## config.mk

```make
export PLATFORM = sky130hd
export DESIGN_NAME = ercm_mul_arbiter
export DESIGN_NICKNAME = d
export VERILOG_FILES = /design/src/rtl/ercm_mul_arbiter.sv
export SDC_FILE = /design/constraint.sdc
export NUM_CORES = 1
export LEC_CHECK = 0
export ABC_CLOCK_PERIOD_IN_PS = 2800
export BUFFER_PORTS_ARGS = -buffer_cell sky130_fd_sc_hd__buf_2
export CELL_PAD_IN_SITES_DETAIL_PLACEMENT = 1
export CELL_PAD_IN_SITES_GLOBAL_PLACEMENT = 1
export CORE_MARGIN = 3
export CORE_UTILIZATION = 35
export CTS_CLUSTER_DIAMETER = 60
export DETAILED_ROUTE_END_ITERATION = 10
export GPL_TIMING_DRIVEN = 1
export PLACE_DENSITY = 0.84
export SYNTH_ARGS = -nofsm -noshare
export SYNTH_HDL_FRONTEND = slang
export SYNTH_SLANG_ARGS = --single-unit
```

## constraint.sdc

```tcl
create_clock -name clk -period 2.8 [get_ports clk]
set_clock_uncertainty 0.2 [all_clocks]
set_input_delay 0.14 -clock clk [delete_from_list [all_inputs] [get_ports clk]]
set_output_delay 0.14 -clock clk [all_outputs]
set_load 0.01 [all_outputs]
```

## src/rtl/ercm_mul_arbiter.sv

```systemverilog
// Round-robin sharing of one combinational ERCM8 multiplier among N_REQ requesters.
// Operands are held for SETTLE_CYCLES clocks, then the product is registered and returned.
module ercm_mul_arbiter #(
  parameter int N_REQ         = 4,
  parameter int SETTLE_CYCLES = 3,
  parameter int MASK_W        = 7
) (
  input  logic                       clk,
  input  logic                       rst,
  input  logic [N_REQ-1:0]           req_valid,
  output logic [N_REQ-1:0]           req_ready,
  input  logic [8*N_REQ-1:0]         req_a,
  input  logic [8*N_REQ-1:0]         req_b,
  input  logic                       cfg_we,
  input  logic [$clog2(N_REQ)-1:0]   cfg_id,
  input  logic [MASK_W-1:0]          cfg_mask,
  output logic [7:0]                 mul_a,
  output logic [7:0]                 mul_b,
  output logic [MASK_W-1:0]          mul_mask,
  input  logic [15:0]                mul_p,
  output logic                       rsp_valid,
  input  logic                       rsp_ready,
  output logic [$clog2(N_REQ)-1:0]   rsp_id,
  output logic [15:0]                rsp_p,
  output logic [15:0]                op_count
);

  localparam int IDW = $clog2(N_REQ);
  localparam int CW  = (SETTLE_CYCLES > 1) ? $clog2(SETTLE_CYCLES) : 1;
  localparam logic [CW-1:0] CNT_INIT = CW'(SETTLE_CYCLES - 1);

  typedef enum logic [1:0] {
    IDLE,
    WAIT,
    RESP
  } state_t;

  state_t            state;
  logic [IDW-1:0]    ptr;
  logic [CW-1:0]     cnt;
  logic [MASK_W-1:0] mask_q [N_REQ];

  logic [IDW-1:0]    win;
  logic              win_vld;
  logic [IDW-1:0]    idx;
  logic [N_REQ-1:0]  win_oh;
  logic [7:0]        lane_a;
  logic [7:0]        lane_b;
  logic [IDW-1:0]    ptr_nxt;

  // first valid requester at or above ptr, wrapping
  always_comb begin
    win     = '0;
    win_vld = 1'b0;
    idx     = '0;
    for (int k = 0; k < N_REQ; k++) begin
      idx = IDW'((int'(ptr) + k) % N_REQ);
      if (!win_vld && req_valid[idx]) begin
        win_vld = 1'b1;
        win     = idx;
      end
    end
  end

  always_comb begin
    win_oh = '0;
    if (!rst && state == IDLE && win_vld)
      win_oh[win] = 1'b1;
  end

  assign req_ready = win_oh;
  assign lane_a    = req_a[{win, 3'b000} +: 8];
  assign lane_b    = req_b[{win, 3'b000} +: 8];
  assign ptr_nxt   = (win == IDW'(N_REQ - 1)) ? '0 : win + 1'b1;

  always_ff @(posedge clk or posedge rst) begin
    if (rst) begin
      state     <= IDLE;
      ptr       <= '0;
      cnt       <= '0;
      mul_a     <= '0;
      mul_b     <= '0;
      mul_mask  <= '0;
      rsp_valid <= 1'b0;
      rsp_id    <= '0;
      rsp_p     <= '0;
      op_count  <= '0;
      for (int i = 0; i < N_REQ; i++)
        mask_q[i] <= '0;
    end else begin
      unique case (state)
        IDLE: begin
          if (win_vld) begin
            mul_a    <= lane_a;
            mul_b    <= lane_b;
            mul_mask <= mask_q[win];
            rsp_id   <= win;
            ptr      <= ptr_nxt;
            cnt      <= CNT_INIT;
            state    <= WAIT;
          end
        end
        WAIT: begin
          if (cnt == '0) begin
            rsp_p     <= mul_p;
            rsp_valid <= 1'b1;
            state     <= RESP;
          end else begin
            cnt <= cnt - 1'b1;
          end
        end
        RESP: begin
          if (rsp_ready) begin
            rsp_valid <= 1'b0;
            if (op_count != 16'hFFFF)
              op_count <= op_count + 16'd1;
            state <= IDLE;
          end
        end
        default: state <= IDLE;
      endcase
      // grant above reads the old mask; a same-edge write lands for the next grant
      if (cfg_we && int'(cfg_id) < N_REQ)
        mask_q[cfg_id] <= cfg_mask;
    end
  end

endmodule

```

Yosys cells after proc, flatten, opt, wreduce, memory -nomap -nowiden
Cells that the tools add are included.
Widths: inputs -> output; s select.

word-level totals
  flip-flop bits (word level) = 92
  input port bits = 97
  output and inout port bits = 62
  logic and storage cells = 98

cells by class
  $add $sub $neg = 6
  magnitude comparators = 9
  eq/ne operators = 8
  shifts and indexed selects = 2
  multiplexer cells = 36
  bitwise logic cells = 2
  reduce and logical (&&, ||, !) cells = 21

operator list
  kind                   count
  $shiftx 32x6->8        2
  $bwmux 28              1
  $mux 7                 3
  $mux 2                 10
  $add 16x1->16 const B  1
  $ne 16x16->1 const B   1
  $lt 2x3->1 const B     5
  $bmux 7 s2             1
  $demux 7 s2            1
  $reduce_and 3->1       4
  $mux 1                 11
  $bmux 1 s2             4
  $ne 2x2->1 const B     4
  $logic_and 1x1->1      7
  $ge 3x3->1 const B     2
  $not 2->3              2
  $pmux 2 s3             1
  $add 2x1->2 const B    2
  $add 2x2->2 const B    2
  $eq 2x2->1 const B     2
  $logic_not 1->1        4
  $logic_not 2->1        2
  $mux 4                 1
  $pmux 2 s2             1
  other kinds (8)        10

Logic depth before layout (Yosys ltp)
Gate-level depths: netlist of run 1.

  depth in word-level cells = 17
  depth in mapped cells = 7
  depth with buffers taken out = 5

Least setup slack after synthesis of run 1
OpenSTA, ideal clock, no wires.

  path type = input-to-output
  from = in rst
  to = out req_ready[2]
  data arrival time = 2.506 ns
  required time = 2.460 ns
  setup slack = -0.046 ns
  stages on the path = 2
  buffers on the path = 0
  cell sequence = inv_1 -> and3_1

on the way
  word-level cells in the longest chain between the ends = 4

RTL lines
  element                         line  source
  start: declaration              9     input logic rst,
  $logic_not 1->1 (no line)       -
  $logic_and 1x1->1 (2 in a row)  67    if (!rst && state == IDLE && win_vld)
  $mux 4                          67
  end: declaration                11    output logic [N_REQ-1:0] req_ready,

No other way between the ends.

Final worst setup path of run 1
  from = reg ptr[1]
  to = reg mul_b[0]

on the way
  word-level cells in the longest chain between the ends = 13
  elaborated cells on any way between the ends = 27
  classes of those cells = add/sub: 3; shift: 1; mux: 16; reduce/logical: 7

RTL lines
  element                                                               line  source
  start: declaration                                                    39    logic [IDW-1:0] ptr;
  start signal: assignment                                              98    ptr <= ptr_nxt;
  parallel branches: the longest is 13 deep, another holds $add 2x1->2  -
  end signal: assignment                                                95    mul_b <= lane_b;
  end: declaration                                                      18    output logic [7:0] mul_b,

Several ways; the timed one is not identified. The select of a mux whose other input is x is not followed.
A chain may end at the register's enable or synchronous reset.

==> results of run 1 <==
==> cells in the mapped netlist (all sizes together) (2+ instances only) <==
cell,count
dfrtp,92
mux2i,47
mux2,45
nand2,37
o221ai,23
buf,14
nor2,9
xnor2,9
nand3,8
a21oi,6
inv,6
nand4,5
clkbuf,4
nand3b,4
o21ai,4
xor2,4
and3,3
ha,3
nand2b,2
nor3,2
nor4,2
nor4b,2
==> logic make-up (layout without fill, tap and decap cells) <==
group | Yosys count | after routing
buf+inv | 24 | 277
flops | 92 | 92
xor+xnor | 13 | 13
mux | 92 | 92
other cells | 0 | 4
simple gates | 80 | 80
compound gates | 42 | 42
fa+ha+maj | 3 | 3
==> layer usage <==
metal / track usage [%] / vias to the layer above
met5: 0 / -
met4: 12.9 / 0
met2: 40.7 / 114
met1: 23.5 / 1927
met3: 4.31 / 47
li1: - / 1768
==> worst max path at each step <==
stage            from            to  slack (ns)  cells past startpoint
2_1_floorplan     rst  req_ready[2]        0.57                      2
3_3_place_gp   ptr[1]      mul_b[3]        0.48                      6
3_5_place_dp   ptr[1]      mul_a[2]        0.32                      6
4_1_cts        ptr[1]      mul_b[0]        0.05                      6
5_1_grt        ptr[1]      mul_b[0]        0.02                      6
6_report       ptr[1]      mul_b[0]        0.14                      6
==> layout make-up <==
class	instances	area [µm²]
fill	1336	5580
inverter	6	26.3
timing repair buffer	255	1790
tap	168	210
antenna	4	10.0
clock inverter	2	16.3
multi-input combinational	230	1990
sequential	92	2300
clock buffer	14	284
==> cell usage in the layout, fill, tap and decap left out, types with 2 or more instances in the layout <==
master	netlist	layout
buf_2	8	158
dfrtp_1	92	92
dlygate4sd3_1	0	89
mux2i_1	47	47
mux2_2	45	45
nand2_1	37	37
o221ai_2	18	18
nor2_1	9	9
xnor2_1	9	9
clkbuf_16	0	9
nand3_1	8	8
a21oi_1	6	6
inv_1	6	5
o221ai_1	5	5
nand4_1	5	5
diode_2	0	4
o21ai_0	4	4
nand3b_1	4	4
xor2_1	4	4
clkbuf_8	0	4
buf_12	2	4
buf_4	2	4
and3_1	3	3
ha_1	3	3
nor4_1	2	2
nor3_1	2	2
nand2b_1	2	2
clkinvlp_4	0	2
nor4b_1	2	2
==> stage by stage <==
stage / instance area (µm²) / utilization, % / hold WS, ns / setup WS, ns
after floorplan: 4440 / - / 0.0473 / 0.567
after global placement: 5420 / 44.4 / -0.0417 / 0.484
after detailed placement: 5420 / 44.4 / -0.0367 / 0.319
after CTS: 6610 / 54.1 / 0.0918 / 0.0468
after global routing: 6630 / 54.3 / 0.103 / 0.0183
final: 6630 / 54.3 / 0.104 / 0.139
==> power by group <==
part           leakage [nW]  internal, W  total, W  switching (W)
clock network         0.145     0.000702   0.00122       0.000515
logic                  1.88      0.00114   0.00235        0.00122
registers              1.12      0.00178   0.00207       0.000293
==> repair_timing <==
action,4_1_cts,5_1_grt
gates resized for setup,0,1
endpoints found under the hold margin,74,0
hold buffers,89,0
endpoints found under the setup margin,0,7
==> worst max-delay path: stages (launching register included) <==
cell           delay [ns]
dfrtp_1              0.45
a21oi_1              0.18
o21ai_0              0.13
o2bb2a_4             0.49
mux2i_1              0.27
dlygate4sd3_1        0.61
o221ai_1             0.17
==> sequential cells by signal (all words and copies together), names as in the netlist, 7 cells and up <==
name	cells
mask_q	28
mul_mask	7
op_count	16
mul_a	8
mul_b	8
rsp_p	16
==> results by group, run 1 <==
Synth
  – Netlist Area Pre-Place: 0.00444 mm²
  – Most used flip-flop cell after synthesis: dfrtp_1
  – Syn. warnings: 0
  – Synthesized net count: 446
  – Synth area leaders: dfrtp_1 52%, mux2_2 11%, mux2i_1 11%
  – Compound-Gate Fraction of Synth Area: 10.3%
  – Largest family of logic cells by synthesized area: multiplexers
  – EDFF count, synth: 0
  – Largest area contributor in the netlist: dfrtp_1
  – Post-Syn Instances: 346
  – Post-synthesis adder-cell area fraction: 0.846%
  – Yosys reg bits: 92
  – Post-Synth XOR/XNOR Area: 2.57%
  – Simple-gate share of the synthesized area: 8.83%
  – Post-synth ARST share: 100%
  – Distinct cell type count after synthesis: 42
  – Mux cell area share after synthesis: 22.0%
  – Syn avg cell area: 12.8 µm²
  – Synth top area share: 51.9%
  – Register area share after synthesis: 51.9%

Power
  – Overall power: 0.00564 W
  – Power per standard cell area: 851 mW/mm²
  – Maximum VDD drop: 406 µV
  – Leak pwr: 3.15 nW

Hold path
  – Worst min path class: input port to register
  – Hold path depth: 3
  – Hold path endpoint: mask_q[22]
  – Hold wc startpoint: cfg_id[0]

Floorplan
  – Io pins: 159
  – Die height: 119 µm
  – Starting Density: 36.3%
  – DIE WIDTH: 119 µm
  – Core Area: 0.0122 mm²
  – Std cell rows: 40
  – Die ar.: 0.0141 mm²

Place
  – Port buffer count: 158
  – Cell total after placement: 662
  – Detailed placer's ending HPWL: 9100 µm
  – Routability cong.: 0.757

Clocking
  – Clock Latency Late Sink: 0.34 ns
  – Post-CTS setup repair buffer count: 0
  – Longest Clk Path Bufs: 2
  – TritonCTS buffer count: 9
  – Clock Sink Count: 92
  – CTS tree: built
  – H-Tree Level Count: 3
  – Clock Pin Slew Worst Setup and Hold Paths: 0.07 ns
  – Root Driver: clkbuf_16

Cells and area
  – Nets: 694
  – Non-Filler Instances: 771
  – Area Overhead vs Synth: 49.4%
  – Layout cells sized above 1: 41.4%

Status
  – Status: complete, no violations

Route
  – Metal2 WL: 8240 µm
  – WL met3: 616 µm
  – Drt total wl: 15200 µm
  – M1 WL: 5680 µm
  – First-pass DRT Iterations: 4
  – Vias per cell: 5.00
  – Initial DRC Count: 144
  – Max Used Layer: met4
  – DRC violations left: 0
  – Post-DRT Antenna Nets: 0
  – Via count: 3856
  – Routed WL per cell: 19.7 µm

Global routing
  – Total gr overflow: 0
  – First-pass GRT wire length: 24600 µm
  – Vias in the first global route: 4519
  – Initial antenna violation count: 3
  – Pin count of the biggest net entering global routing: 83
  – Global-route usage over all layers: 22.2%

Job
  – Max-cap violations: 0

STA
  – Slew Limit Fails: 0
  – Max Clock Freq: 0.376 GHz
  – Hold Vio Cnt, Final: 0
  – RSZ-0062 raised after global routing: no
  – Final period util: 95.0%
  – TNS Setup: 0 ns
  – Post-layout min period: 2.66 ns
  – Max transition margin: 50.8%
  – # setup viols final: 0
  – Slew at the pin with the worst max-slew slack: 0.735 ns

Critical path
  – R2R Setup Slk: 0.14 ns
  – Worst EP arrival: 2.65 ns
  – CP startpoint kind: register
  – Worst reg2reg path endpoint: mul_b[0]
  – Crit. End Element: register
  – CP max FO: 23
  – FF-to-FF path depth: 6
  – Required time worst endpoint: 2.79 ns
  – R2r startpoint: ptr[1]
  – Crit path kind: register to register
Power figures use the tool's default switching activity.
==> run 2: changes to the inputs <==
- REMOVE_ABC_BUFFERS: not set -> 1
==> results by group, run 2 (synthesis gave the netlist of run 1 again) <==
Job
  – Max-cap violations: 0

STA
  – Final period util: 95.9%
  – Slew Limit Fails: 0
  – Max transition margin: 56.7%
  – Slew at the pin with the worst max-slew slack: 0.647 ns
  – RSZ-0062 raised after global routing: no
  – Max Clock Freq: 0.372 GHz
  – Hold Vio Cnt, Final: 0
  – Post-layout min period: 2.69 ns
  – WHS: 0.0967 ns
  – TNS Setup: 0 ns
  – Final worst slack: 0.115 ns
  – # setup viols final: 0

Critical path
  – Crit path kind: register to register
  – Required time worst endpoint: 2.80 ns
  – CP startpoint kind: register
  – Top delay family on crit path: buffers and inverters
  – CP max FO: 28
  – Crit. End Element: register
  – Critical-path top delay cell: dlygate4sd3_1
  – WP buf/inv: 2
  – Slowest stage delay, CP: 0.60 ns
  – CP Cell Sequence: a21oi_1 -> o21ai_0 -> o2bb2a_4 -> buf_12 -> mux2i_1 -> dlygate4sd3_1 -> o221ai_2
  – Worst EP arrival: 2.69 ns

Floorplan
  – Core Area: 0.0122 mm²
  – Std cell rows: 40
  – Die ar.: 0.0141 mm²
  – Die height: 119 µm
  – Io pins: 159
  – Starting Density: 36.3%
  – DIE WIDTH: 119 µm

Route
  – Via count: 3820
  – Routed WL per cell: 19.4 µm
  – Drt total wl: 14900 µm
  – First-pass DRT Iterations: 4
  – Vias per cell: 4.98
  – DRC violations left: 0
  – Initial DRC Count: 142
  – Post-DRT Antenna Nets: 0

Clocking
  – Clock Pin Slew Worst Setup and Hold Paths: 0.06 ns
  – Longest Clk Path Bufs: 2
  – TritonCTS buffer count: 9
  – CTS tree: built
  – Clock Latency Late Sink: 0.34 ns
  – Clock Sink Count: 92
  – H-Tree Level Count: 3
  – Post-CTS setup repair buffer count: 0
  – Root Driver: clkbuf_16

Cells and area
  – Design area: 0.00661 mm²
  – Area Overhead vs Synth: 48.9%
  – Largest registers: mask_q x28, op_count x16, rsp_p x16
  – Fin util: 54.1%
  – Ant diodes: 0
  – Most common library cell in the layout ignoring fill and taps: buf_2
  – Nets: 695
  – Most frequent cells in the layout: 158 x buf_2, 92 x dfrtp_1, 89 x dlygate4sd3_1, 47 x mux2i_1, 45 x mux2_2
  – Max reg flops: 28
  – Most flops, register: mask_q
  – Layout cells sized above 1: 41.4%

Power
  – Maximum VDD drop: 404 µV
  – Leak pwr: 3.15 nW
  – Power per standard cell area: 878 mW/mm²

Place
  – Place WS: 0.526 ns
  – Placed inst area: 0.00539 mm²
  – Port buffer count: 158
  – Detailed placer's ending HPWL: 9200 µm
  – Routability cong.: 0.799

Status
  – Status: complete, no violations

Global routing
  – Total gr overflow: 0
  – Global-route usage over all layers: 21.6%
  – Pin count of the biggest net entering global routing: 39
  – Met3 Usage GRT: 5.50%
  – Grt peak-use layer: met2
  – First-pass GRT wire length: 24000 µm
  – Initial antenna violation count: 0
  – GRT met1 Usage: 24.4%
  – GR Util met2: 39.8%
  – Vias in the first global route: 4415

Hold path
  – Worst min path class: input port to register
-- run 2: cell count changes in the layout (fill, tap and decap cells not counted), sizes merged --
cell,previous run,this run
buf,166,167
bufinv,0,2
clkbuf,14,11
clkinv,1,3
clkinvlp,2,0
diode,4,0
-- run 2: layer usage --
layer / share of wire (%) / routed length [µm] / up-vias
met5: 0 / 0 / -
met4: 1.7 / 259 / 0
met3: 5.9 / 875 / 18
met2: 53 / 7860 / 137
met1: 40 / 5910 / 1907
li1: - / - / 1758
-- run 2: stage by stage --
step	total power [W]	cells
global route	0.00617	767
detailed placement	0.00423	663
finish	0.00580	767
CTS	0.00577	767
floorplan	0.00341	328
global placement	0.00409	663
-- run 2: worst paths after layout --
check | slack [ns] | cells past startpoint | to | from
worst max-delay path | 0.11 | 7 | mul_a[1] | ptr[1]
worst min-delay path | 0.1 | 3 | mask_q[25] | cfg_id[1]
worst max register to register | 0.11 | 7 | mul_a[1] | ptr[1]
worst min register to register | 0.30 | 2 | mul_a[1] | mul_a[1]
max in group asynchronous | 1.38 | 4 | mask_q[3] | rst
min in group asynchronous | 0.19 | 3 | mul_a[7] | rst
-- run 2: timing repair --
action	CTS	global route
endpoints found under the hold margin	82	0
setup endpoints to repair	0	16
gates resized for setup	0	2
hold buffers	89	0
-- run 2: layout make-up --
type                            count  area (µm²)
Clock buffer                       11         243
Clock inverter                      4        73.8
Timing Repair Buffer              256        1770
Tap cell                          168         210
Inverter                            6        23.8
Fill cell                        1346        5610
Sequential cell                    92        2300
Multi-Input combinational cell    230        1990
-- run 2: where the power goes --
group          internal, W  leakage [nW]  switching, W
combinational      0.00119          1.88       0.00123
clock             0.000803         0.156      0.000502
sequential         0.00178          1.12      0.000295
-- run 2: worst register-to-register path, cell delays in order, from the launching register on --
cell and delay, ns:
dfrtp_1 0.45, a21oi_1 0.19, o21ai_0 0.13, o2bb2a_4 0.34, buf_12 0.26, mux2i_1 0.29
dlygate4sd3_1 0.60, o221ai_2 0.10
